[src/rtl/i2c_dma_ctrl_if.sv]
// DMA request/acknowledge handshake between the I2C data-path sequencer and the system DMA.
interface i2c_dma_ctrl_if;
  logic dma_req;
  logic dma_ack;

  modport master (output dma_req, input dma_ack);
  modport slave  (input dma_req, output dma_ack);
endinterface

[src/rtl/i2c_dma_ctrl.sv]
// I2C DMA request sequencer: one req/ack handshake per byte, down-counted transfer length,
// end-of-transfer and error-abort pulses. Optional last-byte NACK via I2C_DMA_LAST_EN.
module i2c_dma_ctrl #(
  parameter int unsigned NDT_W = 16
) (
  input  logic             clk_i,
  input  logic             rst_i,
  input  logic             cfg_dmaen_i,
  input  logic             ndt_load_i,
  input  logic [NDT_W-1:0] ndt_i,
  input  logic             rr_tra_i,
  input  logic             rr_txe_i,
  input  logic             rr_rxne_i,
  input  logic             rw_berr_i,
  input  logic             rw_arlo_i,
  input  logic             rw_af_i,
  i2c_dma_ctrl_if.master   dma,
  output logic [NDT_W-1:0] ndt_o,
  output logic             busy_o,
  output logic             eot_o,
  output logic             abort_o,
  output logic             ack_clr_o
);

  typedef enum logic [1:0] {
    IDLE     = 2'd0,
    REQ      = 2'd1,
    WAIT_CLR = 2'd2
  } state_e;

  state_e           state_q, state_d;
  logic [NDT_W-1:0] ndt_q, ndt_d;
  logic             tra_q, tra_d;
  logic             req_q, req_d;
  logic             busy_q, busy_d;
  logic             eot_q, eot_d;
  logic             abort_q, abort_d;
  logic             ack_clr_q, ack_clr_d;

  logic err;
  logic flag_idle;
  logic flag_act;
  logic ack_take;
  logic ndt_nz;

  assign err       = rw_berr_i | rw_arlo_i | rw_af_i;
  // In IDLE the live direction picks the flag; once a byte starts the latched one does.
  assign flag_idle = rr_tra_i ? rr_txe_i : rr_rxne_i;
  assign flag_act  = tra_q ? rr_txe_i : rr_rxne_i;
  assign ndt_nz    = (ndt_q != '0);
  assign ack_take  = (state_q == REQ) & dma.dma_ack;

  always_comb begin
    state_d   = state_q;
    ndt_d     = ndt_q;
    tra_d     = tra_q;
    eot_d     = 1'b0;
    abort_d   = 1'b0;
    ack_clr_d = 1'b0;

    // An ack coinciding with an abort still consumes its byte.
    if (ack_take && ndt_nz) begin
      ndt_d = ndt_q - NDT_W'(1);
    end

    unique case (state_q)
      IDLE: begin
        if (ndt_load_i) begin
          ndt_d = ndt_i;
        end else if (cfg_dmaen_i && flag_idle && ndt_nz && !err) begin
          state_d = REQ;
          tra_d   = rr_tra_i;
        end
      end
      REQ: begin
        if (err || !cfg_dmaen_i) begin
          state_d = IDLE;
          abort_d = err;
        end else if (dma.dma_ack) begin
          state_d = WAIT_CLR;
        end
      end
      WAIT_CLR: begin
        if (err || !cfg_dmaen_i) begin
          state_d = IDLE;
          abort_d = err;
        end else if (!flag_act) begin
          state_d = IDLE;
          eot_d   = !ndt_nz;
        end
      end
      default: state_d = IDLE;
    endcase

`ifdef I2C_DMA_LAST_EN
    ack_clr_d = (ack_take && !tra_q && (ndt_q == NDT_W'(2)))
              | ((state_q == IDLE) && ndt_load_i && !rr_tra_i && (ndt_i == NDT_W'(1)));
`else
    ack_clr_d = 1'b0;
`endif

    req_d  = (state_d == REQ);
    busy_d = (state_d != IDLE);
  end

  always_ff @(posedge clk_i or posedge rst_i) begin
    if (rst_i) begin
      state_q   <= IDLE;
      ndt_q     <= '0;
      tra_q     <= 1'b0;
      req_q     <= 1'b0;
      busy_q    <= 1'b0;
      eot_q     <= 1'b0;
      abort_q   <= 1'b0;
      ack_clr_q <= 1'b0;
    end else begin
      state_q   <= state_d;
      ndt_q     <= ndt_d;
      tra_q     <= tra_d;
      req_q     <= req_d;
      busy_q    <= busy_d;
      eot_q     <= eot_d;
      abort_q   <= abort_d;
      ack_clr_q <= ack_clr_d;
    end
  end

  assign dma.dma_req = req_q;
  assign ndt_o       = ndt_q;
  assign busy_o      = busy_q;
  assign eot_o       = eot_q;
  assign abort_o     = abort_q;
  assign ack_clr_o   = ack_clr_q;

endmodule

[src/flat_wrapper.sv]
// flat-port wrapper written by rule: the top's interface ports become plain ports
module i2c_dma_ctrl_flat 
#(
  parameter int unsigned NDT_W = 16
)
  (clk_i, rst_i, cfg_dmaen_i, ndt_load_i, ndt_i, rr_tra_i, rr_txe_i, rr_rxne_i, rw_berr_i, rw_arlo_i, rw_af_i, ndt_o, busy_o, eot_o, abort_o, ack_clr_o, dma_dma_req, dma_dma_ack);
  i2c_dma_ctrl_if dma_i ();
  input  logic clk_i;
  input  logic rst_i;
  input  logic cfg_dmaen_i;
  input  logic ndt_load_i;
  input  logic [NDT_W-1:0] ndt_i;
  input  logic rr_tra_i;
  input  logic rr_txe_i;
  input  logic rr_rxne_i;
  input  logic rw_berr_i;
  input  logic rw_arlo_i;
  input  logic rw_af_i;
  output logic [NDT_W-1:0] ndt_o;
  output logic busy_o;
  output logic eot_o;
  output logic abort_o;
  output logic ack_clr_o;
  output wire logic [$bits(dma_i.dma_req)-1:0] dma_dma_req;
  input wire logic [$bits(dma_i.dma_ack)-1:0] dma_dma_ack;
  assign dma_dma_req = dma_i.dma_req;
  assign dma_i.dma_ack = dma_dma_ack;
  i2c_dma_ctrl #(.NDT_W(NDT_W)) u_core (.clk_i(clk_i), .rst_i(rst_i), .cfg_dmaen_i(cfg_dmaen_i), .ndt_load_i(ndt_load_i), .ndt_i(ndt_i), .rr_tra_i(rr_tra_i), .rr_txe_i(rr_txe_i), .rr_rxne_i(rr_rxne_i), .rw_berr_i(rw_berr_i), .rw_arlo_i(rw_arlo_i), .rw_af_i(rw_af_i), .dma(dma_i), .ndt_o(ndt_o), .busy_o(busy_o), .eot_o(eot_o), .abort_o(abort_o), .ack_clr_o(ack_clr_o));
endmodule
[config.mk]
export PLATFORM = sky130hd
export DESIGN_NAME = i2c_dma_ctrl_flat
export DESIGN_NICKNAME = d
export VERILOG_FILES = /design/src/rtl/i2c_dma_ctrl_if.sv /design/src/rtl/i2c_dma_ctrl.sv /design/src/flat_wrapper.sv
export SDC_FILE = /design/constraint.sdc
export NUM_CORES = 1
export LEC_CHECK = 0
export ABC_AREA = 1
export BUFFER_PORTS_ARGS = -buffer_cell sky130_fd_sc_hd__buf_4
export CORE_MARGIN = 5
export CORE_UTILIZATION = 45
export CTS_CLUSTER_SIZE = 30
export DETAILED_ROUTE_END_ITERATION = 10
export HOLD_SLACK_MARGIN = 0.12
export PLACE_DENSITY = 0.76
export SLEW_MARGIN = 20
export SYNTH_ARGS = -nofsm -noshare
export SYNTH_HDL_FRONTEND = slang
export SYNTH_SLANG_ARGS = --single-unit
[constraint.sdc]
create_clock -name clk_i -period 2.45 [get_ports clk_i]
set_input_delay 0.1225 -clock clk_i [delete_from_list [all_inputs] [get_ports clk_i]]
set_output_delay 0.1225 -clock clk_i [all_outputs]
set_load 0.005 [all_outputs]
* Word level (Yosys, flattened, before mapping) *
Cells that the tools add are included.

storage, ports and cells
  output and inout port bits = 21
  flip-flop bits (word level) = 23
  input port bits = 27

cells by class
  mux-type cells = 17
  add/sub/neg operators = 1
  reduce and logical (&&, ||, !) cells = 13
  equal/unequal tests = 3
  bitwise logic cells = 4

operator list
  kind                                                 count
  2-to-1 mux 16 bit                                    3
  nonzero test 16 bit                                  1
  subtractor 16 x 1 -> 16 bit (second input constant)  1
  2-to-1 mux 2 bit                                     6
  2-to-1 mux 1 bit                                     7
  case mux 2 bit (3 select lines)                      1
  == test 2 x 1 -> 1 bit (second input constant)       2
  logical AND 1 bit                                    4
  logical NOT 1 bit                                    3
  AND reduction 3 bit                                  1
  == test 2 bit (second input constant)                1
  logical NOT 2 bit                                    1
  OR 1 bit                                             2
  nonzero test 2 bit                                   1
  OR reduction 2 bit                                   1
  bitwise AND 1 bit                                    1
  logical OR 1 bit                                     1
  NOT 1 bit                                            1

* Logic depth before layout (Yosys ltp) *
Gate-level depths: netlist of the first run.

  word-level depth = 8
  gate-level depth with buffers = 12

* Least setup slack after synthesis of the first run *
OpenSTA, ideal clock, no wires.

  path kind = flip-flop to flip-flop
  from = register u_core.ndt_q[0], in the netlist u_core.ndt_o[0]
  to = register u_core.ndt_q[13], in the netlist u_core.ndt_o[13]
  data required time = 2.337 ns
  library setup time = 0.113 ns
  clock period less this slack = 1.594 ns
  arrival = 1.481 ns
  path slack = 0.856 ns
  cell stages (with the launch flop) = 13
  cell sequence = dfrtp_1 > inv_1 > ha_1 > nand2_2 > nor2_4 > nand2_4 > nand2_8 > inv_2 > buf_6 > nand2_1 > nand3_1 > nand2_1 > inv_1

on the way
  word-level cells in the longest chain between the ends = 5
  elaborated cells between the ends (all ways) = 6

ends and longest elaborated chain
  item                                                                                 RTL line             RTL
  from (decl)                                                                          i2c_dma_ctrl.sv:32   logic [NDT_W-1:0] ndt_q, ndt_d;
  from (signal assigned)                                                               i2c_dma_ctrl.sv:118  ndt_q <= ndt_d;
  parallel branches: the longest is 2 deep, another holds subtractor 16 x 1 -> 16 bit  -
  2-to-1 mux 16 bit (*)                                                                i2c_dma_ctrl.sv:62   if (ack_take && ndt_nz) begin
  2-to-1 mux 16 bit                                                                    i2c_dma_ctrl.sv:68   if (ndt_load_i) begin
  2-to-1 mux 16 bit (*)                                                                i2c_dma_ctrl.sv:66   unique case (state_q)
  named net u_core.ndt_d[13]                                                           i2c_dma_ctrl.sv:32

Mark *: on every way through the listed nets, which the timed path passes.
A chain may end at the register's enable or synchronous reset.

* Final worst setup path of the first run *
  from = register u_core.state_q[1]
  to = register u_core.ndt_q[7], in the netlist u_core.ndt_o[7]

on the way
  word-level cells in the longest chain between the ends = 6
  elaborated cells between the ends (all ways) = 7

ends and longest elaborated chain
  item                       RTL line             RTL
  from (decl)                i2c_dma_ctrl.sv:31   state_e state_q, state_d;
  from (signal assigned)     i2c_dma_ctrl.sv:117  state_q <= state_d;
  == test 2 x 1 -> 1 bit     i2c_dma_ctrl.sv:51   assign ack_take = (state_q == REQ) & dma.dma_ack;
  bitwise AND 1 bit          i2c_dma_ctrl.sv:51
  logical AND 1 bit          i2c_dma_ctrl.sv:62
  2-to-1 mux 16 bit          i2c_dma_ctrl.sv:62
  2-to-1 mux 16 bit          i2c_dma_ctrl.sv:68
  2-to-1 mux 16 bit (*)      i2c_dma_ctrl.sv:66
  named net u_core.ndt_d[7]  i2c_dma_ctrl.sv:32

Mark *: on every way through the listed nets, which the timed path passes. The rest lies on a longest branch.

==> results of run 1 <==
## timing repair
action / 4_1_cts / 5_1_grt
hold buffers: 11 / 0
buffers inserted: 0 / 0
resized for setup: 0 / 0
endpoints found under the hold margin: 32 / 0
## per-layer routing
metal | GRT usage | share of wire | up-vias
met5 | 0 | 0 | -
met4 | 0.05637 | 0.016 | 0
met3 | 0.01823 | 0.038 | 5
met2 | 0.2806 | 0.49 | 29
met1 | 0.2176 | 0.46 | 752
li1 | - | - | 891
## stage by stage
stage / area, um2 / hold slack [ns]
after floorplan: 1693 / 0.1244
after global placement: 2067 / 0.3278
after detailed placement: 2067 / 0.3405
after global routing: 2223 / 0.1342
final: 2223 / 0.1241
after CTS: 2223 / 0.1217
## final timing paths
path,from,endpoint,slack [ns],cells after the start
min,ndt_i[10],u_core.ndt_o[10]$_DFF_PP0_,0.12,4
min in group asynchronous,rst_i,u_core.ndt_o[1]$_DFF_PP0_,0.61,3
max,u_core.state_q[1]$_DFF_PP0_,u_core.ndt_o[7]$_DFF_PP0_,0.63,6
max in group asynchronous,rst_i,u_core.ndt_o[8]$_DFF_PP0_,1.29,3
min reg2reg,u_core.tra_q$_DFFE_PP0P_,u_core.tra_q$_DFFE_PP0P_,0.52,2
max reg2reg,u_core.state_q[1]$_DFF_PP0_,u_core.ndt_o[7]$_DFF_PP0_,0.63,6
## report_power, final
| part | switching [W] | internal [W] | total, W |
|---|---|---|---|
| clock | 0.000125 | 0.000114 | 0.000239 |
| combinational | 0.000428 | 0.000446 | 0.000874 |
| sequential | 0.000219 | 0.000524 | 0.000743 |
| total | 0.000772 | 0.00108 | 0.00186 |
## flip-flops by register name, summed over array words and instances (netlist names)
register,count
u_core.ndt_o,16
u_core.state_q,2
u_core.abort_o,1
u_core.busy_o,1
u_core.dma.dma_req,1
u_core.eot_o,1
u_core.tra_q,1
## worst register-to-register path, stage by stage (launching register included)
cell and delay, ns:
dfrtp_1 0.43, inv_1 0.10, ha_1 0.21, nand2_1 0.42
or2_2 0.46, nand2_1 0.07, inv_1 0.04
## placed cells by master (no fill, tap or decap), drive strengths merged
| master | netlist | layout |
|---|---|---|
| nor3 | 1 | 1 |
| buf | 5 | 48 |
| dlygate4sd3 | 0 | 11 |
| ha | 5 | 5 |
| conb | 1 | 1 |
| nand2 | 95 | 95 |
| inv | 41 | 41 |
| nor2 | 27 | 27 |
| nand3 | 26 | 26 |
| a31oi | 1 | 1 |
| a21oi | 1 | 1 |
| dfrtp | 23 | 23 |
| clkinv | 0 | 1 |
| nor4b | 1 | 1 |
| xor2 | 3 | 3 |
| nand3b | 3 | 3 |
| clkbuf | 1 | 3 |
| xnor2 | 2 | 2 |
| or2 | 10 | 10 |
| nand4 | 2 | 2 |
| o21ai | 9 | 9 |
## cells by family after synthesis
kind of cell             synth area share
other                            0.002215
XOR/XNOR                          0.02587
AO/OA/AOI/OAI                     0.03326
flip-flops                         0.3400
AND/OR/NAND/NOR                    0.4435
adder cells (fa/ha/maj)           0.03695
buffers and inverters              0.1182
## area by class of cell
class                   instances  area (um2)
inverters                      41       153.9
fillers                       349        1438
well taps                      48       60.06
clock buffers                   3       41.29
repair buffers                 59       470.5
clock inverters                 1       5.005
multi-input cells             187       917.1
flip-flops and latches         23       575.6
==> reports/qor.txt, run 1 <==
Nets = 347
Top cell type by total area after synthesis = dfrtp_1
Peak VDD IR = 387.9 uV
Leak pwr = 1.246 nW
Critical Path RT = 2.62 ns
DRT Wirelength = 3933 um
Ratio of cells with drive above 1 in the final layout = 0.2293
Die width = 71.34 um
Most common cell in the netlist = nand2_1
Largest net degree at the start of global routing = 25
Arrival time at the worst endpoint = 1.99 ns
Synthesized Nets = 289
Worst-Skew Late Latency = 0.27 ns
Power density over the cells = 834.6 mW/mm2
Area Overhead vs Synth = 31.34%
# IOs = 48
Family with the most delay on the worst path = simple AND/OR/NAND/NOR gates
Post-synth cell types = 27
Worst-margin pin slew = 0.8951 ns
Vias = 1677
Routability cong. = 0.8302
CTS tree = done
Die area = 0.005089 mm2
CP Max Fanout = 24
Bufs on Longest Clock Path = 2
Drt drc = 0
Period utilization = 0.7422
Area contributors post-synth = dfrtp_1, nand2_1, inv_1
Detailed placement HPWL = 2951 um
Most used DFF post-synth = dfrtp_1
Vias in the first global route = 1544
Worst path max stage delay = 0.45 ns
Ant. Diodes = 0
Synth Register Bits = 23
Crit Path Class = register to register
CTS Root Cell = clkbuf_8
Setup violators final = 0
Avg Cell Area, Syn = 6.587 um2
PortBufs = 46
Element type at the critical path start = register
Slowest-stage cell, CP = or2_2
Cell Count, Final, Fillers Out = 362
Die Height = 71.34 um
Worst Path Buf+Inv = 2
Synth warn = 0
Relative slew slack = 0.4026
Seq/Total Area, Yosys = 0.3400
Drt wl/cell = 10.86 um
Yosys top cell area share = 0.3400
Final slew viol count = 0
Crit end category = register
Total Power = 0.001856 W
Fin. Hold Viols = 0
TNS Setup = 0 ns
Fmax achieved = 0.5500 GHz
Commonest cells post-synth = nand2_1, inv_1, nand3_1, dfrtp_1, nor2_1
Syn Inst Count = 257
Ys async rst share = 1.000
TritonCTS Sinks = 23
Mapped Area = 0.001693 mm2
DRT Pass-1 Iters = 4
First-pass GRT wire length = 6851 um
DP Worst Slack = 0.6503 ns
Routed Antenna Nets = 0
Via-per-instance ratio = 4.633
Placed cells = 347
Inserted Clock Buffers = 3
Final setup margin = 0.6317 ns
# rows = 22
Iteration-0 DRC Markers = 75
Crit-path cells = inv_1 -> ha_1 -> nand2_1 -> or2_2 -> nand2_1 -> inv_1
Core ar. = 0.003661 mm2
Number of synthesized flops with an enable pin = 0
Layout Skew = 0.003271 ns
Starting Density = 0.4624
Worst Hold Class = input pin to register
Crit path time final = 1.818 ns
Total GRT Usage = 0.1652
RSZ-0062 raised after global routing = no
Final core occ = 0.6073
Status = complete, no violations
GRT Residual Overflow = 0
CTS H-tree depth = 1
Worst-path clk slew = 0.08 ns
Max Cap Violations = 0
Antenna violations before repair = 0
Power figures use the tool's default switching activity.
==> inputs of run 2 (changes only) <==
PLACE_DENSITY = 0.78   (was 0.76)
clock period = 1.5 ns   (was 2.45 ns; I/O delays follow)
==> run 2 against run 1 <==
Cell count grew 12%. Largest power group unchanged. Fmax grew 22%. Sequential share of layout area shrank 4.3 points. Routed wire length is 27% higher. Worst hold slack worse by 0.016 ns. Register-to-register slack lost 0.62 ns. Sequential power up 49%. Worst setup slack worse by 0.62 ns.
==> reports/qor.txt, run 2 (synthesized netlist as in run 1, its figures left out) <==
Status = complete, no violations
Bufs on Longest Clock Path = 2
DRT Wirelength = 4983 um
Most frequent cells in the layout = nand2_1, buf_4, inv_1
Crit-path cells = inv_2 -> ha_4 -> nand2_4 -> buf_4 -> o21ai_0 -> nand2_1 -> nand2_1 -> nand3_1 -> nand2_1 -> inv_1
Ant. Diodes = 0
Vias = 1892
Die width = 71.34 um
Hold Crit Depth = 4
Setup violators final = 0
Antenna violations before repair = 0
DP Worst Slack = -0.02093 ns
First-pass GRT wire length = 8066 um
Worst-Skew Late Latency = 0.27 ns
Die Height = 71.34 um
Layout Skew = 0.0008602 ns
PortBufs = 46
Crit path top cell by count = nand2_1
Detailed placement HPWL = 3465 um
Largest net degree at the start of global routing = 32
Peak VDD IR = 859.3 uV
Element type at the critical path start = register
Final setup margin = 0.01003 ns
Slowest-stage cell, CP = dfrtp_1
Total Power = 0.003734 W
Crit end category = register
Starting Density = 0.4624
R2r setup slk = 0.01 ns
Total GRT Usage = 0.1960
Crit path time final = 1.490 ns
TritonCTS Sinks = 23
CTS Root Cell = clkbuf_8
Max reg flops = 16
Most common cell after layout, fill and taps aside = nand2_1
RSZ-0062 raised after global routing = yes
DRT Pass-1 Iters = 4
Iteration-0 DRC Markers = 153
Leak pwr = 1.458 nW
Fmax achieved = 0.6712 GHz
Drt drc = 0
Worst Hold Class = input pin to register
Max Cap Violations = 0
Placed cells = 373
CP Max Fanout = 3
Worst-path clk slew = 0.09 ns
Power density over the cells = 1397 mW/mm2
Cell Count, Final, Fillers Out = 404
Via-per-instance ratio = 4.683
CTS tree = done
Crit Path Class = register to register
# rows = 22
CTS H-tree depth = 1
# IOs = 48
Nets = 389
GRT Residual Overflow = 0
Routed Antenna Nets = 0
R2R cell count = 10
Fin. Hold Viols = 0
Final slew viol count = 0
Worst path max stage delay = 0.42 ns
Period utilization = 0.9933
Inserted Clock Buffers = 3
Filler cells = 257
Final core occ = 0.7300
Routability cong. = 0.8930
Area Overhead vs Synth = 57.87%
Arrival time at the worst endpoint = 1.67 ns
Ratio of cells with drive above 1 in the final layout = 0.3539
Critical Path RT = 1.68 ns
Die area = 0.005089 mm2
Vias in the first global route = 1817
Drt wl/cell = 12.33 um
Core ar. = 0.003661 mm2
run 2: changes by cell type in the layout (fill, tap and decap cells not counted), sizes merged:
| cell | change |
|---|---|
| buf | +32 |
| clkinv | -1 |
| clkinvlp | +1 |
| dlygate4sd3 | +10 |
run 2: power breakdown:
group          leakage [nW]  total (W)  switching, W  internal, W
sequential            0.274    0.00111      0.000246     0.000862
combinational          1.16    0.00221       0.00105      0.00116
clock                0.0217   0.000418      0.000229     0.000189
total                  1.46    0.00373       0.00152      0.00221
run 2: per-stage QoR:
stage                     instance area [um2]  hold WS [ns]  setup TNS, ns
after floorplan                          1705       0.07692              0
after global placement                   2300        0.1418              0
after detailed placement                 2300        0.1494       -0.07954
after CTS                                2574        0.1315              0
after global routing                     2673        0.1222        -0.9662
final                                    2673        0.1080              0
run 2: worst paths after layout:
kind,startpoint,endpoint
worst min-delay path,rw_arlo_i,u_core.eot_o$_DFF_PP0_
worst max register to register,u_core.ndt_o[1]$_DFF_PP0_,u_core.ndt_o[8]$_DFF_PP0_
min in group asynchronous,rst_i,u_core.dma.dma_req$_DFF_PP0_
worst max-delay path,u_core.ndt_o[1]$_DFF_PP0_,u_core.ndt_o[8]$_DFF_PP0_
worst min register to register,u_core.tra_q$_DFFE_PP0P_,u_core.tra_q$_DFFE_PP0P_
max in group asynchronous,rst_i,u_core.ndt_o[2]$_DFF_PP0_
run 2: timing repair:
action                                 in CTS  in global routing
pin swaps                                   0                  8
hold buffers                               21                  0
endpoints found under the hold margin      42                  0
buffers inserted                            1                  5
resized for setup                           3                 23
setup endpoints to repair                  11                 21
run 2: cell type report:
| class | instances | area, um2 | area share |
|---|---|---|---|
| Clock buffer | 3 | 41.29 | 0.01545 |
| Sequential cell | 23 | 578.1 | 0.2163 |
| Timing Repair Buffer | 101 | 839.6 | 0.3141 |
| Multi-Input combinational cell | 187 | 987.2 | 0.3694 |
| Inverter | 41 | 158.9 | 0.05946 |
| Clock inverter | 1 | 7.507 | 0.002809 |
| Tap cell | 48 | 60.06 | 0.02247 |
run 2: per-layer routing:
layer	track usage	up-vias	wire length, um
met5	0	-	0
met4	0.06472	0	84
met3	0.02384	8	180
met2	0.3398	47	2503
met1	0.2517	859	2214
li1	-	978	-
run 2: worst max-delay path: cells and delay by family (launching register included):
family,cells,cell delay [ns]
AO/OA/AOI/OAI,1,0.15
adder cells (fa/ha/maj),1,0.15
buffers and inverters,3,0.28
flip-flops,1,0.42
AND/OR/NAND/NOR,5,0.38
==> inputs of run 3 (changes only) <==
--- a/constraint.sdc
+++ b/constraint.sdc
@@ -3,2 +3,2 @@
 set_output_delay 0.075 -clock clk_i [all_outputs]
-set_load 0.005 [all_outputs]
+set_load 0.1 [all_outputs]
==> run 3 against run 2 <==
The flow now finishes with violations (negative setup slack). Via count rose by 5.0%. Sequential share of layout area shrank 0.29 points. Core utilization grew 5.2 points. Sequential power grew 12%. Non-clock buffer count increased by 6. Cell count up 1.5%. Global-route usage rose by 1.4 points. First-iteration DRC count is 9.2% lower. Worst setup slack got worse by 0.12 ns.
==> reports/qor.txt, run 3 (synthesized netlist as in run 1, its figures left out) <==
Status = finished with violations
Failing checks = negative setup slack
RR Endpoint = u_core.ndt_o[13]$_DFF_PP0_
PortBufs = 46
Total GRT Usage = 0.2100
CP startpoint = u_core.ndt_o[1]$_DFF_PP0_
Most common cell after layout, fill and taps aside = nand2_1
Placed cells = 372
GRT Residual Overflow = 0
Final slew viol count = 0
Vias in the first global route = 1936
Worst-Skew Late Latency = 0.27 ns
Die area = 0.005089 mm2
Worst Hold Class = input pin to register
Max reg flops = 16
Antenna violations before repair = 0
Die Height = 71.34 um
Cell Count, Final, Fillers Out = 410
Peak VDD IR = 1417 uV
Final setup margin = -0.1087 ns
Fin. Hold Viols = 0
Power density over the cells = 2073 mW/mm2
R2R cell count = 12
Die width = 71.34 um
Crit path time final = 1.609 ns
Leak pwr = 1.493 nW
TritonCTS Sinks = 23
Cell Area, Placed = 0.002360 mm2
Vias = 1987
RSZ-0062 raised after global routing = yes
Bufs on Longest Clock Path = 2
Routability cong. = 0.8823
Via-per-instance ratio = 4.846
Worst-path clk slew = 0.09 ns
Ant. Diodes = 0
Iteration-0 DRC Markers = 139
DP Worst Slack = -0.06388 ns
Element type at the critical path start = register
Most frequent cells in the layout = nand2_1, buf_4, inv_1
Ratio of cells with drive above 1 in the final layout = 0.4530
Layout Skew = 0.005396 ns
Starting Density = 0.4624
Arrival time at the worst endpoint = 1.82 ns
Area Overhead vs Synth = 69.03%
Largest net degree at the start of global routing = 32
Detailed placement HPWL = 3450 um
Crit end category = register
CP Max Fanout = 5
CTS Root Cell = clkbuf_8
Crit Path Class = register to register
Period utilization = 1.072
Worst Setup EP = u_core.ndt_o[13]$_DFF_PP0_
Setup violators final = 12
Inserted Clock Buffers = 3
Filler cells = 233
CTS tree = done
R2r setup slk = -0.11 ns
First-pass GRT wire length = 8659 um
# IOs = 48
Routed Antenna Nets = 0
Drt wl/cell = 13.43 um
Max Cap Violations = 0
Final non-filler cell area = 0.002861 mm2
# rows = 22
Fmax achieved = 0.6216 GHz
CTS H-tree depth = 1
Critical Path RT = 1.71 ns
DRT Wirelength = 5506 um
R2R Path Start = u_core.ndt_o[1]$_DFF_PP0_
Core ar. = 0.003661 mm2
Drt drc = 0
Nets = 395
DRT Pass-1 Iters = 4
run 3: cell count changes in the layout (fill, tap and decap cells not counted), moves of 4 or more:
cell and change:
nor2_1 -4, nand2_1 -8, dfrtp_1 -14, o21ai_0 -4, nand3_2 +4, nor2_4 +6, buf_4 +4, nand2_2 +7
dfrtp_2 +8, nand3_1 -4, dfrtp_4 +6, o21ai_1 +4
run 3: critical path: stages (launching register included):
cell and delay (ns):
dfrtp_4 0.52, inv_4 0.08, ha_4 0.14, nand2_4 0.06
nor2_4 0.10, nand2_4 0.09, nand2_8 0.11, buf_12 0.11
buf_12 0.10, nand2_2 0.05, nand3_2 0.06, nand2_1 0.06
inv_1 0.07
run 3: layout make-up:
cell class / instances / area (um2) / area share
inverter: 41 / 163.9 / 0.05728
sequential: 23 / 610.6 / 0.2134
timing repair buffer: 107 / 912.1 / 0.3188
clock inverter: 1 / 5.005 / 0.001749
clock buffer: 3 / 41.29 / 0.01443
tap: 48 / 60.06 / 0.02099
multi-input combinational: 187 / 1069 / 0.3734
run 3: repair_timing:
action | in CTS | in global routing
hold buffers | 19 | 0
hold endpoints to repair | 41 | 0
setup buffers | 9 | 6
setup endpoints to repair | 15 | 21
resized for setup | 17 | 34
pin swaps | 16 | 17
run 3: worst min-delay path by stage:
| stage | end | cells past startpoint | slack [ns] | from |
|---|---|---|---|---|
| after detailed placement | u_core.ndt_o[6]$_DFF_PP0_ | 3 | 0.14 | rst_i |
| final | u_core.eot_o$_DFF_PP0_ | 3 | 0.15 | cfg_dmaen_i |
| after CTS | u_core.eot_o$_DFF_PP0_ | 3 | 0.13 | cfg_dmaen_i |
| after global placement | u_core.ndt_o[6]$_DFF_PP0_ | 3 | 0.14 | rst_i |
| after floorplan | u_core.abort_o$_DFF_PP0_ | 1 | 0.08 | rst_i |
| after global routing | u_core.eot_o$_DFF_PP0_ | 3 | 0.17 | cfg_dmaen_i |
run 3: report_power, final:
part	leakage, nW	total (W)	switching (W)	internal (W)
clock network	0.0255	0.000406	0.000220	0.000186
registers	0.262	0.00124	0.000302	0.000936
logic	1.21	0.00429	0.00294	0.00135
total	1.49	0.00593	0.00346	0.00247
run 3: routing by layer:
metal / wire length (um) / vias to the layer above / GRT usage
li1: - / 988 / -
met1: 2304 / 919 / 0.2535
met2: 2818 / 63 / 0.3776
met3: 256 / 17 / 0.02525
met4: 127 / 0 / 0.08142
met5: 0 / - / 0
run 3: through the flow:
| step | utilization | TNS, ns | total power [W] | hold slack, ns |
|---|---|---|---|---|
| 2_1_floorplan | - | -2.169 | 0.003887 | 0.07635 |
| 3_3_place_gp | 0.6446 | -0.1643 | 0.004919 | 0.1398 |
| 3_5_place_dp | 0.6446 | -0.5726 | 0.004959 | 0.1445 |
| 4_1_cts | 0.7430 | -0.2783 | 0.005586 | 0.1279 |
| 5_1_grt | 0.7816 | -2.017 | 0.006241 | 0.1671 |
| 6_report | 0.7816 | -0.4983 | 0.005931 | 0.1488 |
